## src/rtl/fetch_pkg.sv

```systemverilog
// Shared types and defaults for the instruction fetch stage.
package fetch_pkg;

  localparam logic [31:0] RESET_PC_DEFAULT  = 32'h0000_0000;
  localparam logic [31:0] NOP_INSTR_DEFAULT = 32'h0000_0013;

  typedef enum logic [1:0] {
    S_IDLE,
    S_REQ,
    S_KILL,
    S_EXC
  } state_t;

  typedef struct packed {
    logic [31:0] instr;
    logic [31:0] pc;
    logic        misaligned;
  } fetch_pkt_t;

  function automatic logic is_misaligned(input logic [31:0] addr);
    return addr[1:0] != 2'b00;
  endfunction

endpackage

```

## src/rtl/fetch_skid_buf.sv

```systemverilog
// One-entry holding buffer for fetch packets; flush beats load beats unload.
module fetch_skid_buf
  import fetch_pkg::*;
(
  input  logic       clk,
  input  logic       rst,
  input  logic       flush,
  input  logic       load,
  input  logic       unload,
  input  fetch_pkt_t din,
  output logic       valid,
  output fetch_pkt_t dout
);

  always_ff @(posedge clk or posedge rst) begin
    if (rst) begin
      valid <= 1'b0;
      dout  <= '0;
    end else if (flush) begin
      valid <= 1'b0;
    end else if (load) begin
      valid <= 1'b1;
      dout  <= din;
    end else if (unload) begin
      valid <= 1'b0;
    end
  end

endmodule

```

## src/rtl/instr_fetch_unit.sv

```systemverilog
// IF stage: PC register, imem req/ack FSM, and the registered output to ID
// backed by a one-entry skid buffer.
module instr_fetch_unit
  import fetch_pkg::*;
#(
  parameter logic [31:0] RESET_PC  = RESET_PC_DEFAULT,
  parameter logic [31:0] NOP_INSTR = NOP_INSTR_DEFAULT
) (
  input  logic        clk,
  input  logic        rst,
  output logic        imem_req,
  output logic [31:0] imem_addr,
  input  logic        imem_ack,
  input  logic [31:0] imem_rdata,
  input  logic        redirect,
  input  logic [31:0] redirect_pc,
  input  logic        stall,
  output logic [31:0] if_instr,
  output logic [31:0] if_pc,
  output logic        if_valid,
  output logic        if_misaligned
);

  state_t      state;
  logic [31:0] pc;
  logic [31:0] kill_addr;
  fetch_pkt_t  out_pkt;
  logic        out_valid;

  logic        skid_valid;
  fetch_pkt_t  skid_pkt;
  logic        skid_load;
  logic        skid_unload;

  logic        accept;
  logic        pending_no_ack;
  logic        out_xfer;
  logic        redir_mis;
  fetch_pkt_t  new_pkt;

  assign imem_req  = (state == S_KILL) || ((state == S_REQ) && !skid_valid);
  assign imem_addr = (state == S_KILL) ? kill_addr : pc;

  assign accept         = (state == S_REQ) && imem_req && imem_ack;
  assign pending_no_ack = imem_req && !imem_ack;
  // A misaligned-target report is sticky until the next redirect.
  assign out_xfer       = out_valid && !stall && !out_pkt.misaligned;
  assign redir_mis      = is_misaligned(redirect_pc);
  assign new_pkt        = '{instr: imem_rdata, pc: pc, misaligned: 1'b0};

  // Skid takes the new word when OUT stays occupied, or when OUT is being
  // refilled from the skid itself in the same cycle.
  always_comb begin
    skid_unload = out_xfer && skid_valid;
    skid_load   = 1'b0;
    if (accept) begin
      if (skid_valid) skid_load = out_xfer;
      else            skid_load = out_valid && !out_xfer;
    end
  end

  fetch_skid_buf u_skid (
    .clk    (clk),
    .rst    (rst),
    .flush  (redirect),
    .load   (skid_load),
    .unload (skid_unload),
    .din    (new_pkt),
    .valid  (skid_valid),
    .dout   (skid_pkt)
  );

  always_ff @(posedge clk or posedge rst) begin
    if (rst) begin
      state     <= S_IDLE;
      pc        <= RESET_PC;
      kill_addr <= '0;
      out_pkt   <= '0;
      out_valid <= 1'b0;
    end else if (redirect) begin
      pc <= redirect_pc;
      if (redir_mis) begin
        out_valid <= 1'b1;
        out_pkt   <= '{instr: NOP_INSTR, pc: redirect_pc, misaligned: 1'b1};
      end else begin
        out_valid          <= 1'b0;
        out_pkt.instr      <= '0;
        out_pkt.misaligned <= 1'b0;
      end
      // An unacked request must still be completed (and discarded) before
      // the new target is fetched or the exception state is entered.
      if (pending_no_ack) begin
        state <= S_KILL;
        if (state != S_KILL) kill_addr <= pc;
      end else begin
        state <= redir_mis ? S_EXC : S_REQ;
      end
    end else begin
      case (state)
        S_IDLE: state <= S_REQ;
        S_REQ:  if (accept) pc <= pc + 32'd4;
        S_KILL: if (imem_ack) state <= is_misaligned(pc) ? S_EXC : S_REQ;
        S_EXC:  state <= S_EXC;
        default: state <= S_IDLE;
      endcase

      if (skid_valid && out_xfer) begin
        out_pkt <= skid_pkt;
      end else if (accept && (!out_valid || out_xfer)) begin
        out_pkt   <= new_pkt;
        out_valid <= 1'b1;
      end else if (out_xfer) begin
        out_valid <= 1'b0;
      end
    end
  end

  assign if_instr      = out_pkt.instr;
  assign if_pc         = out_pkt.pc;
  assign if_valid      = out_valid;
  assign if_misaligned = out_pkt.misaligned;

endmodule

```

## config.mk

```make
export PLATFORM = sky130hd
export DESIGN_NAME = instr_fetch_unit
export DESIGN_NICKNAME = d
export VERILOG_FILES = /design/src/rtl/fetch_pkg.sv /design/src/rtl/fetch_skid_buf.sv /design/src/rtl/instr_fetch_unit.sv
export SDC_FILE = /design/constraint.sdc
export NUM_CORES = 1
export LEC_CHECK = 0
export CORE_MARGIN = 1.5
export CORE_UTILIZATION = 45
export DETAILED_ROUTE_END_ITERATION = 16
export PLACE_DENSITY_LB_ADDON = 0.05
export SYNTH_ARGS = -nofsm -noshare
export SYNTH_HDL_FRONTEND = slang
export SYNTH_SLANG_ARGS = --single-unit
```

## constraint.sdc

```tcl
create_clock -name clk -period 9.8 [get_ports clk]
set_clock_uncertainty 0.1 [all_clocks]
set_input_delay 1.96 -clock clk [delete_from_list [all_inputs] [get_ports clk]]
set_output_delay 1.96 -clock clk [all_outputs]
set_load 0.01 [all_outputs]
```

==> impl_metrics.py, run 1 <==
metrics = {
    "status": {
        "status": "finished clean",
    },
    "yosys": {
        "synth-async-reset-ratio_pct": 100,
        "synth_edf_count": 0,
        "synth_seq_area_share_pct": 51.2,
        "synth_nets": 986,
        "synth.cell_area_um2": 9630,
        "synthDistinctLibCells": 49,
        "ys_ff_latch": 197,
        "synthFlopType": "dfrtp_1",
        "yosysWarnings": 0,
        "synthCells": 916,
        "avgSynthCellArea_um2": 10.5,
    },
    "critical_path": {
        "worstSetupPathType": "flip-flop to primary output",
        "worstSetupStartpointType": "flip-flop",
        "r2r_slack_ns": 6.80,
        "cp_data_required_time_ns": 7.74,
        "arrival_ns": 2.73,
        "end_kind": "primary output",
        "path_max_fanout": 18,
    },
    "finish": {
        "fillers": 1879,
        "utilization_pct": 57.0,
        "n_antenna_cell": 0,
        "fin_nets": 1101,
        "drive_gt1_share_pct": 16.1,
        "areaGrowthSynthToFinish_pct": 24.3,
    },
    "sta": {
        "setup_viol": 0,
        "slew-limit-headroom_pct": 34.2,
        "tns_ns": 0,
        "slew_viol_final": 0,
        "min_period_ns": 4.79,
        "finalCritPeriodShare_pct": 48.9,
        "max_freq_mhz": 209,
        "worst_pin_slew_ns": 0.986,
        "hold_viol_final": 0,
        "rsz0062_at_grt": "false",
    },
    "run": {
        "drv_cap": 0,
    },
    "global_route": {
        "first_global_vias": 7168,
        "track_usage_pct": 22.4,
        "antenna_found_initial": 2,
        "grt_pass1_wl_um": 39000,
        "grt_max_degree": 125,
        "grt.overflow.total": 0,
    },
    "drt": {
        "via_per_inst": 5.57,
        "ant_nets": 0,
        "dr.pass1.iters": 8,
        "post-route-drc-count": 0,
        "wirelength_um": 24100,
        "drtIter0Drc": 418,
        "wl_per_cell_um": 18.3,
        "dr_total_vias": 7335,
    },
    "power_and_ir_drop": {
        "peakVddDrop_mv": 0.118,
        "p_leak_uw": 0.00537,
        "p_per_area_nw_per_um2": 202,
    },
    "floorplan": {
        "die_area_um2": 22300,
        "core_area_um2": 21000,
        "die_height_um": 149,
        "pin_count": 168,
        "fp-row-count": 53,
        "dieWidth_um": 149,
        "start_util_pct": 45.8,
    },
    "min_path": {
        "hold_path_class": "flip-flop to flip-flop",
    },
    "placed_design": {
        "gp_congestion": 0.755,
        "portBuffers": 167,
        "dp_hpwl_um": 15300,
    },
    "clock_network": {
        "root_buffer": "clkbuf_16",
        "ctsHtreeMaxLevel": 4,
        "post_cts_buffers": 0,
        "cts_tree": "yes",
        "cts.sinks": 197,
        "cts_buffer_depth": 2,
        "clkLatencyLatePin_ns": 0.43,
        "cts_resized": 0,
        "clk_pin_slew_ns": 0.07,
        "cts.hold.buffers_added": 0,
        "cts_made_buffers": 17,
    },
}
cell families after synthesis:
group           synth area share (%)
xor+xnor                       0.818
fa+ha+maj                      0.130
simple gates                    15.9
flops                           51.2
buf+inv                         4.45
compound gates                  8.88
mux                             18.6
per-layer routing:
layer	track usage (%)	part of all wire [%]
met4	6.73	1.6
met2	34.5	46
met1	30.7	47
met5	0	0.046
met3	6.24	5.9
worst max-delay path: stages (launching register included):
cell and delay, ns:
dfrtp_1 0.43, nor2b_2 0.74, buf_4 0.39, nand2_1 0.08, nand2_1 0.11, clkdlybuf4s50_1 0.55
cells in the final DEF, fill, tap and decap left out, types with 2 or more instances in the layout:
master	netlist	layout
xnor2_1	7	7
buf_4	10	13
a31oi_1	44	44
inv_6	0	3
and4_1	9	9
or4_1	11	11
o41ai_1	2	2
a211oi_1	11	11
o21ai_0	14	14
clkbuf_16	0	17
nand2_1	174	174
clkdlybuf4s50_1	0	166
a21o_1	30	30
or2_2	2	2
nand4_1	8	8
nor3_1	40	40
nor4_1	10	10
nor2_1	38	38
nand4bb_1	2	2
bufinv_16	0	4
a211o_1	2	2
or3_1	2	2
inv_1	5	4
xor2_1	2	2
and3_1	7	7
a21oi_1	11	11
mux2_2	112	112
mux2i_1	32	32
mux2_1	19	19
nand3_1	13	13
a22o_1	2	2
o31ai_1	8	8
clkinvlp_4	0	2
dfrtp_1	197	197
clkinv_2	0	4
power by group:
group / internal [µW] / switching (µW)
clock: 426 / 312
sequential: 1030 / 134
combinational: 311 / 213
total: 1770 / 659
path summary, 6_finish.rpt:
kind,from,endpoint,cells after the start
worst max-delay path,state[1]$_DFFE_PP0P_,imem_addr[31],5
worst min-delay path,if_instr[9]$_DFFE_PP0P_,if_instr[9]$_DFFE_PP0P_,1
worst max register to register,u_skid.valid$_DFFE_PP0P_,if_pc[9]$_DFFE_PP0P_,6
worst min register to register,if_instr[9]$_DFFE_PP0P_,if_instr[9]$_DFFE_PP0P_,1
max in group asynchronous,rst,kill_addr[15]$_DFFE_PP0P_,3
min in group asynchronous,rst,if_pc[4]$_DFFE_PP0P_,2
synth_stat cells, drive strengths merged (10+ instances only):
master / number / share of area [%]
a211oi: 11 / 0.86
a21o: 30 / 2.3
a21oi: 12 / 0.66
a31oi: 44 / 2.9
buf: 35 / 2.3
clkbuf: 49 / 1.9
dfrtp: 197 / 51
mux2: 131 / 15
mux2i: 32 / 3.3
nand2: 175 / 6.8
nand3: 14 / 0.78
nor2: 38 / 1.5
nor3: 41 / 2.2
nor4: 10 / 0.65
o21ai: 14 / 0.73
or4: 11 / 0.86
registers in the layout (all words and copies together) (netlist names):
signal	cells
if_pc	32
if_valid	1
if_misaligned	1
kill_addr	32
u_skid.dout	64
if_instr	32
u_skid.valid	1
pc	32
state	2
through the flow:
step | std cells | setup slack, ns | power (µW) | area (µm²) | hold slack [ns]
after CTS | 1317 | 4.96 | 2450 | 12000 | 0.382
final | 1317 | 5.01 | 2420 | 12000 | 0.377
after global routing | 1317 | 4.84 | 2560 | 12000 | 0.399
after detailed placement | 1287 | 4.73 | 1710 | 11400 | 0.366
after global placement | 1287 | 4.77 | 1690 | 11400 | 0.362
after floorplan | 916 | 2.37 | 1490 | 9630 | 0.349
area by class of cell:
cell class	count	area, µm²	area share [%]
Sequential cell	197	4930	41.2
Multi-Input combinational cell	629	4300	35.9
Timing Repair Buffer	180	1760	14.7
Clock buffer	18	429	3.58
Tap cell	275	344	2.87
Clock inverter	12	176	1.47
Inverter	6	31.3	0.261
Power figures use the tool's default switching activity.
==> run 2: changes to the inputs <==
==> constraint.sdc (replaced) <==
create_clock -name clk -period 5.02 [get_ports clk]
set_clock_uncertainty 0.1 [all_clocks]
set_input_delay 1.004 -clock clk [delete_from_list [all_inputs] [get_ports clk]]
set_output_delay 1.004 -clock clk [all_outputs]
set_load 0.01 [all_outputs]
==> run 2 against run 1 <==
  * Clock-buffer cell count increased by 1
  * Sequential share of layout area barely moved
  * Critical path type unchanged
  * Critical path depth is the same
  * Global-route usage is 0.34 points higher
  * Power up 90%
  * Final area barely moved
  * Register-to-register slack worse by 4.6 ns
  * Sequential cell count stayed put
  * Combinational power increased by 97%
  * Cell count increased by 0.46%
  * Non-clock buffer count increased by 3
  * Worst hold slack better by 0.0063 ns
==> impl_metrics.py, run 2 (synthesized netlist as in run 1, its figures left out) <==
metrics = {
    "clock_network": {
        "root_buffer": "clkbuf_16",
        "ctsHtreeMaxLevel": 4,
        "cts_made_buffers": 17,
        "post_cts_buffers": 0,
        "cts_buffer_depth": 2,
        "cts_resized": 0,
        "clk_pin_slew_ns": 0.07,
        "cts.sinks": 197,
        "cts_tree": "yes",
        "cts.hold.buffers_added": 0,
        "clkLatencyLatePin_ns": 0.43,
    },
    "global_route": {
        "grt_max_degree": 127,
        "first_global_vias": 7305,
        "antenna_found_initial": 2,
        "grt.overflow.total": 0,
        "grt_pass1_wl_um": 39400,
        "track_usage_pct": 22.7,
    },
    "floorplan": {
        "pin_count": 168,
        "core_area_um2": 21000,
        "start_util_pct": 45.8,
        "fp-row-count": 53,
        "die_area_um2": 22300,
        "dieWidth_um": 149,
        "die_height_um": 149,
    },
    "finish": {
        "top_register": "u_skid.dout",
        "most-common-layout-cells": "dfrtp_1, nand2_1, clkdlybuf4s50_1",
        "drive_gt1_share_pct": 16.6,
        "areaGrowthSynthToFinish_pct": 24.3,
        "largest_reg_flops": 64,
        "final_common_cell": "dfrtp_1",
        "fin_nets": 1104,
    },
    "sta": {
        "hold_viol_final": 0,
        "finalCritPeriodShare_pct": 73.9,
        "tns_ns": 0,
        "min_period_ns": 3.71,
        "worst_pin_slew_ns": 1.03,
        "slew_viol_final": 0,
        "setup_viol": 0,
        "rsz0062_at_grt": "false",
        "max_freq_mhz": 269,
        "slew-limit-headroom_pct": 31.1,
        "fin_ws_ns": 1.31,
    },
    "critical_path": {
        "critPathTopFamily": "buffers and inverters",
        "crit_start": "state[1]$_DFFE_PP0P_",
        "cp_common_cell": "nand2_1",
        "r2r_slack_ns": 2.22,
        "regToRegStartpoint": "u_skid.valid$_DFFE_PP0P_",
        "path_max_fanout": 22,
        "critPathMaxStageDelay_ns": 0.55,
        "worstSetupStartpointType": "flip-flop",
        "arrival_ns": 2.61,
        "worstSetupPathType": "flip-flop to primary output",
        "cp_data_required_time_ns": 3.92,
        "slowest_stage": "clkdlybuf4s50_1",
        "worstPathCellList": "nor2b_2 -> buf_4 -> nand2_1 -> nand2_1 -> clkdlybuf4s50_1",
        "end_kind": "primary output",
        "worst-path-buf-inv": 2,
    },
    "drt": {
        "wl_per_cell_um": 18.3,
        "ant_nets": 0,
        "drtIter0Drc": 442,
        "post-route-drc-count": 0,
        "dr.pass1.iters": 5,
        "via_per_inst": 5.55,
        "dr_total_vias": 7339,
        "wirelength_um": 24200,
    },
    "placed_design": {
        "portBuffers": 167,
        "gp_congestion": 0.784,
        "dp_hpwl_um": 15300,
        "dp_worst_setup_slack_ns": 1.38,
    },
    "power_and_ir_drop": {
        "p_per_area_nw_per_um2": 385,
        "peakVddDrop_mv": 0.254,
        "p_leak_uw": 0.00537,
    },
    "status": {
        "status": "finished clean",
    },
    "min_path": {
        "hold_path_class": "flip-flop to flip-flop",
        "min-delay-start": "if_instr[30]$_DFFE_PP0P_",
    },
    "run": {
        "drv_cap": 0,
    },
}
[run 2: metal layers]
layer,GRT usage [%],part of all wire (%),vias up
met2,35.2,47,201
met5,0,0.066,-
met3,5.81,6.7,19
met4,5.79,0.88,2
li1,-,-,3477
met1,31.7,45,3640
[run 2: worst reg2reg max path: stages (launching register included)]
cell and delay (ns):
dfrtp_1 0.48, or3b_1 0.57, or3_1 0.80, buf_4 0.41
mux2_1 0.34
[run 2: stage by stage]
stage / util, % / area (µm²) / instances / hold slack [ns] / power (µW)
after floorplan: - / 9640 / 916 / 0.349 / 2900
after global placement: 54.3 / 11400 / 1290 / 0.363 / 3300
after detailed placement: 54.3 / 11400 / 1290 / 0.365 / 3330
after CTS: 57.0 / 12000 / 1322 / 0.387 / 4680
after global routing: 57.0 / 12000 / 1322 / 0.396 / 4880
final: 57.0 / 12000 / 1323 / 0.383 / 4620
[run 2: final timing paths]
check	to	cells past startpoint
max	imem_addr[1]	5
min	if_instr[30]$_DFFE_PP0P_	1
max reg2reg	kill_addr[19]$_DFFE_PP0P_	4
min reg2reg	if_instr[30]$_DFFE_PP0P_	1
max in group asynchronous	u_skid.dout[28]$_DFFE_PP0P_	3
min in group asynchronous	if_pc[4]$_DFFE_PP0P_	3
[run 2: report_power, final]
group | internal [µW] | total [µW] | leakage, µW | switching, µW
combinational | 609 | 1030 | 0.00272 | 417
clock | 679 | 1330 | 0.000277 | 646
sequential | 2010 | 2270 | 0.00237 | 259
total | 3300 | 4620 | 0.00537 | 1320
[run 2: area by class of cell]
class                      count  area [µm²]
multi-input combinational    629        4300
clock buffer                  19         453
fill                        1902        9040
clock inverter                13         118
sequential                   197        4930
antenna                        1        2.50
timing repair buffer         183        1800
tap                          275         344
inverter                       6        27.5
==> run 3: changes to the inputs <==
==> constraint.sdc (replaced) <==
create_clock -name clk -period 3.02 [get_ports clk]
set_clock_uncertainty 0.1 [all_clocks]
set_input_delay 0.604 -clock clk [delete_from_list [all_inputs] [get_ports clk]]
set_output_delay 0.604 -clock clk [all_outputs]
set_load 0.01 [all_outputs]
==> run 3 against run 2 <==
  * Clock-buffer cell count down 1
  * Cell count grew 1.6%
  * Utilization grew 1.1 points
  * Via count increased by 0.61%
  * Die area is the same
  * Routed wire length up 0.75%
  * First-iteration DRC count fell by 16%
  * Critical path depth shrank 1
  * Global-route usage is 0.16 points higher
  * Sequential share of layout area shrank 0.77 points
  * Combinational power increased by 70%
  * Power grew 67%
==> impl_metrics.py, run 3 (synthesized netlist as in run 1, its figures left out) <==
metrics = {
    "clock_network": {
        "ctsHtreeMaxLevel": 4,
        "clkLatencyLatePin_ns": 0.43,
        "cts_made_buffers": 17,
        "cts.sinks": 197,
        "cts.hold.buffers_added": 0,
        "cts_buffer_depth": 2,
        "clk_pin_slew_ns": 0.07,
        "cts_tree": "yes",
        "root_buffer": "clkbuf_16",
    },
    "sta": {
        "min_period_ns": 2.84,
        "rsz0062_at_grt": "false",
        "max_freq_mhz": 352,
        "slew_viol_final": 0,
        "worst_pin_slew_ns": 0.775,
        "tns_ns": 0,
        "finalCritPeriodShare_pct": 94.0,
        "setup_viol": 0,
        "slew-limit-headroom_pct": 47.8,
        "finalHoldWorstSlack_ns": 0.378,
        "hold_viol_final": 0,
    },
    "finish": {
        "layoutNonFillerInstCount": 1344,
        "most-common-layout-cells": "dfrtp_1, nand2_1, clkdlybuf4s50_1",
        "top_register": "u_skid.dout",
        "areaGrowthSynthToFinish_pct": 26.7,
        "n_antenna_cell": 0,
        "fin_nets": 1127,
        "largest_reg_flops": 64,
        "final_common_cell": "dfrtp_1",
        "drive_gt1_share_pct": 18.3,
    },
    "critical_path": {
        "end_kind": "primary output",
        "worstSetupStartpointType": "flip-flop",
        "worstSetupPathType": "flip-flop to primary output",
        "cp_data_required_time_ns": 2.32,
        "path_max_fanout": 13,
        "arrival_ns": 2.14,
    },
    "drt": {
        "dr_total_vias": 7384,
        "ant_nets": 0,
        "dr.pass1.iters": 5,
        "drtIter0Drc": 370,
        "post-route-drc-count": 0,
        "wirelength_um": 24300,
        "wl_per_cell_um": 18.1,
        "via_per_inst": 5.49,
    },
    "power_and_ir_drop": {
        "peakVddDrop_mv": 0.386,
        "total_power_uw": 7700,
        "p_leak_uw": 0.00549,
        "p_per_area_nw_per_um2": 631,
    },
    "run": {
        "drv_cap": 0,
    },
    "floorplan": {
        "core_area_um2": 21000,
        "die_height_um": 149,
        "dieWidth_um": 149,
        "start_util_pct": 45.8,
        "pin_count": 168,
        "die_area_um2": 22300,
        "fp-row-count": 53,
    },
    "min_path": {
        "hold_path_class": "flip-flop to flip-flop",
    },
    "placed_design": {
        "portBuffers": 167,
        "dp_hpwl_um": 16200,
        "dp_cells": 1313,
        "gp_congestion": 0.775,
    },
    "global_route": {
        "grt_pass1_wl_um": 39800,
        "grt_max_degree": 73,
        "track_usage_pct": 22.9,
        "antenna_found_initial": 2,
        "first_global_vias": 7303,
        "grt.overflow.total": 0,
    },
    "status": {
        "status": "finished clean",
    },
}
==> run 3: changes by cell type in the layout (fill, tap and decap cells not counted), sizes merged <==
cell	delta
clkinvlp	+2
clkbuf	-1
clkinv	-4
buf	+23
diode	-1
inv	+2
==> run 3: final timing paths <==
| check | startpoint | cells after the start | slack, ns | endpoint |
|---|---|---|---|---|
| worst max-delay path | state[1]$_DFFE_PP0P_ | 4 | 0.18 | imem_addr[0] |
| worst min-delay path | if_instr[9]$_DFFE_PP0P_ | 1 | 0.38 | if_instr[9]$_DFFE_PP0P_ |
| worst max register to register | pc[7]$_DFFE_PP0P_ | 4 | 0.46 | pc[27]$_DFFE_PP0P_ |
| worst min register to register | if_instr[9]$_DFFE_PP0P_ | 1 | 0.38 | if_instr[9]$_DFFE_PP0P_ |
| max in group asynchronous | rst | 3 | 1.72 | u_skid.dout[28]$_DFFE_PP0P_ |
| min in group asynchronous | rst | 2 | 0.40 | u_skid.dout[5]$_DFFE_PP0P_ |
==> run 3: cell type report <==
class,instances,area [µm²]
fillers,1855,8810
flip-flops and latches,197,4930
multi-input cells,629,4300
repair buffers,206,2050
clock buffers,18,439
well taps,275,344
clock inverters,13,115
inverters,6,27.5
==> run 3: metal layers <==
layer | global-route usage [%] | routed length, µm | up-vias
li1 | - | - | 3517
met1 | 32.0 | 11400 | 3668
met2 | 35.2 | 11100 | 179
met3 | 6.18 | 1490 | 18
met4 | 5.74 | 278 | 2
met5 | 0 | 11 | -
==> run 3: worst max-delay path, stage by stage (launching register included) <==
cell and delay, ns:
dfrtp_2 0.44, nor2b_2 0.17, buf_4 0.19, o21ai_0 0.30
clkdlybuf4s50_1 0.61
==> run 3: report_power, final <==
group | total [µW] | leakage [µW] | switching [µW] | internal (µW)
Sequential | 3770 | 0.00237 | 430 | 3340
Clock | 2180 | 0.000263 | 1080 | 1100
Combinational | 1750 | 0.00285 | 708 | 1040
==> run 3: what timing repair did <==
item	4_1_cts	5_1_grt
resized for setup	0	2
setup buffers	0	0
endpoints found under the hold margin	0	0
endpoints found under the setup margin	0	12
==> run 3: metrics by stage <==
stage	area (µm²)	util [%]	setup WS [ns]
finish	12200	58.1	0.181
global route	12200	58.1	0.0255
CTS	12200	58.1	0.0925
detailed placement	11600	55.4	0.140
global placement	11600	55.4	0.157
floorplan	9640	-	-0.230
==> RTL change (settings of run 2) <==
Encoding of `state_t`: now one-hot (4 bits for 4 states).
--- a/src/rtl/fetch_pkg.sv
+++ b/src/rtl/fetch_pkg.sv
@@ -5,9 +5,9 @@
   localparam logic [31:0] NOP_INSTR_DEFAULT = 32'h0000_0013;
 
-  typedef enum logic [1:0] {
-    S_IDLE,
-    S_REQ,
-    S_KILL,
-    S_EXC
+  typedef enum logic [3:0] {
+    S_IDLE = 4'b0001,
+    S_REQ  = 4'b0010,
+    S_KILL = 4'b0100,
+    S_EXC  = 4'b1000
   } state_t;
 
Function: same outputs for any inputs over 4 cycles, from zero or initial values and one cycle with rst high; so few cycles prove little.
==> RTL change against run 2 <==
  * Design area increased by 2.5%
  * Sequential share of layout area decreased by 0.58 points
  * Synthesized area increased by 2.1%
  * Critical path depth unchanged
  * Worst setup slack got worse by 0.086 ns
  * Cell count increased by 4.2%
  * Total power increased by 6.5%
  * Maximum frequency decreased by 2.3%
  * Sequential cell count increased by 2
  * Non-clock buffer count decreased by 2
  * Global-route usage increased by 0.053 points
  * Largest power group unchanged
  * Wire length increased by 2.4%
==> RTL change: results (changes against run 2) <==
status: "finished, final reports clean"  # unchanged
dp.cells: 1347  # was 1290
hpwl_mm: 15.84  # was 15.34 mm
top_layer: "met4"  # was met5
grt_pass1_wl_mm: 40.10  # was 39.44 mm
rrSetupSlack_ns: 1.90  # was 2.22 ns
syn_nets: 1042  # was 986
r2r_end: "kill_addr[23]"  # was kill_addr[19]
netlist_instances: 972  # was 916
cts_buffer_depth: 2  # unchanged
fin_cells: 1379  # was 1323
wirelength_mm: 24.74  # was 24.15 mm
cts_setup_buffers: 0  # unchanged
grt_use_met2_pct: 35.25  # was 35.16%
via_per_inst: 5.473  # was 5.547
ir_worst_vdd_mv: 0.2729  # was 0.2544 mV
met3_length_mm: 1.533  # was 1.623 mm
async_reset_ff_share_pct: 100.0  # unchanged
crit_arrival_ns: 2.69  # was 2.61 ns
crit_fanout: 23  # was 22
gr-usage-all-layers_pct: 22.75  # was 22.69%
yosysSeqAreaShare_pct: 50.64  # was 51.17%
max_slew_margin_pct: 35.43  # was 31.06%
synth_cell_type_count: 55  # was 49
dpl_cell_area_um2: 11690  # was 11400 µm²
switching_power_uw: 1451  # was 1322 µW
fin_nets: 1161  # was 1104
antenna_found_initial: 0  # was 2
grt_pass1_vias: 7411  # was 7305
gp_congestion: 0.7862  # was 0.7841
place_ws_ns: 1.260  # was 1.378 ns
yosys-top-cells-count: "nand2_1, dfrtp_1, mux2_1"  # was dfrtp_1, nand2_1, mux2_2
rr_worst_depth: 4  # unchanged
grt_max_degree: 99  # was 127
yosys-top-cells-area: "dfrtp_1, mux2_1, nand2_1"  # was dfrtp_1, mux2_2, nand2_1
antennaDiodeCount: 0  # was 1
cp_slowest_stage_delay_ns: 0.68  # was 0.55 ns
leakage_uw: 0.005369  # was 0.005370 µW
min_to: "u_skid.dout[35]"  # was if_instr[30]
clock_tree.htree_level_count: 4  # unchanged
largest_register_ffs: 64  # unchanged
clk_latency_ns: 0.43  # about the same
cts_made_buffers: 17  # unchanged
grt_use_met3_pct: 5.482  # was 5.810%
first_pass_iters: 5  # unchanged
reg2reg_from: "state[2]"  # was u_skid.valid
grt.met1_usage_pct: 32.07  # was 31.73%
dr_wl_met2_mm: 11.25  # was 11.36 mm
wl_met1_mm: 11.67  # was 10.94 mm
drive_gt1_share_pct: 5.888  # was 16.62%
drtIter0Drc: 378  # was 442
critPathSlowestCell: "dfstp_2"  # was clkdlybuf4s50_1
ys.warnings.count: 0  # unchanged
whs_ns: 0.3876  # was 0.3832 ns
min_from: "u_skid.dout[35]"  # was if_instr[30]
-- RTL change: cell count changes in the layout (fill, tap and decap cells not counted), sizes merged, moves of 7 or more --
| cell | before | now |
|---|---|---|
| nor2 | 38 | 51 |
| or4 | 11 | 2 |
| a211oi | 11 | 18 |
| mux2i | 32 | 1 |
| mux2 | 131 | 162 |
| a31oi | 44 | 36 |
| nand2 | 175 | 242 |
| o31ai | 8 | 1 |
| nor3 | 41 | 19 |
| a21o | 30 | 8 |
| a21oi | 12 | 41 |
| o21ai | 14 | 7 |
-- RTL change: how the worst max path moves through the flow --
stage               startpoint  slack (ns)            end
finish                state[0]        1.22  imem_addr[10]
global route          state[2]        1.03  imem_addr[13]
CTS                   state[0]        1.20   imem_addr[0]
detailed placement    redirect        1.26       if_pc[9]
global placement      imem_ack        1.21  kill_addr[16]
floorplan                  rst        1.34    if_instr[0]
-- RTL change: cell families after synthesis --
group / share of synthesized area (%)
muxes: 18.65
AOI/OAI and AO/OA: 8.026
adders and majority gates: 0.1272
and+or+nand+nor: 17.88
DFF: 50.64
xor gates and xnor gates: 0.8014
buffers and inverters: 3.879
-- RTL change: power by group through the flow --
stage          combinational, µW  clock (µW)  sequential [µW]
3_5_place_dp                1160           0             2420
5_1_grt                     1260        1480             2460
6_report                    1140        1390             2390
3_3_place_gp                1130           0             2400
2_1_floorplan                671           0             2350
4_1_cts                     1160        1430             2390
-- RTL change: area by class of cell --
class	instances	area [µm²]
clock inverters	12	132.6
inverters	6	26.28
repair buffers	181	1809
multi-input cells	686	4527
fillers	1857	8944
flip-flops and latches	199	4981
well taps	275	344.1
clock buffers	20	456.7
-- RTL change: worst max-delay path: cells and delay by family (launching register included) --
kind	cells	cell delay, ns
and+or+nand+nor	3	0.59
DFF	1	0.68
buffers and inverters	2	0.99
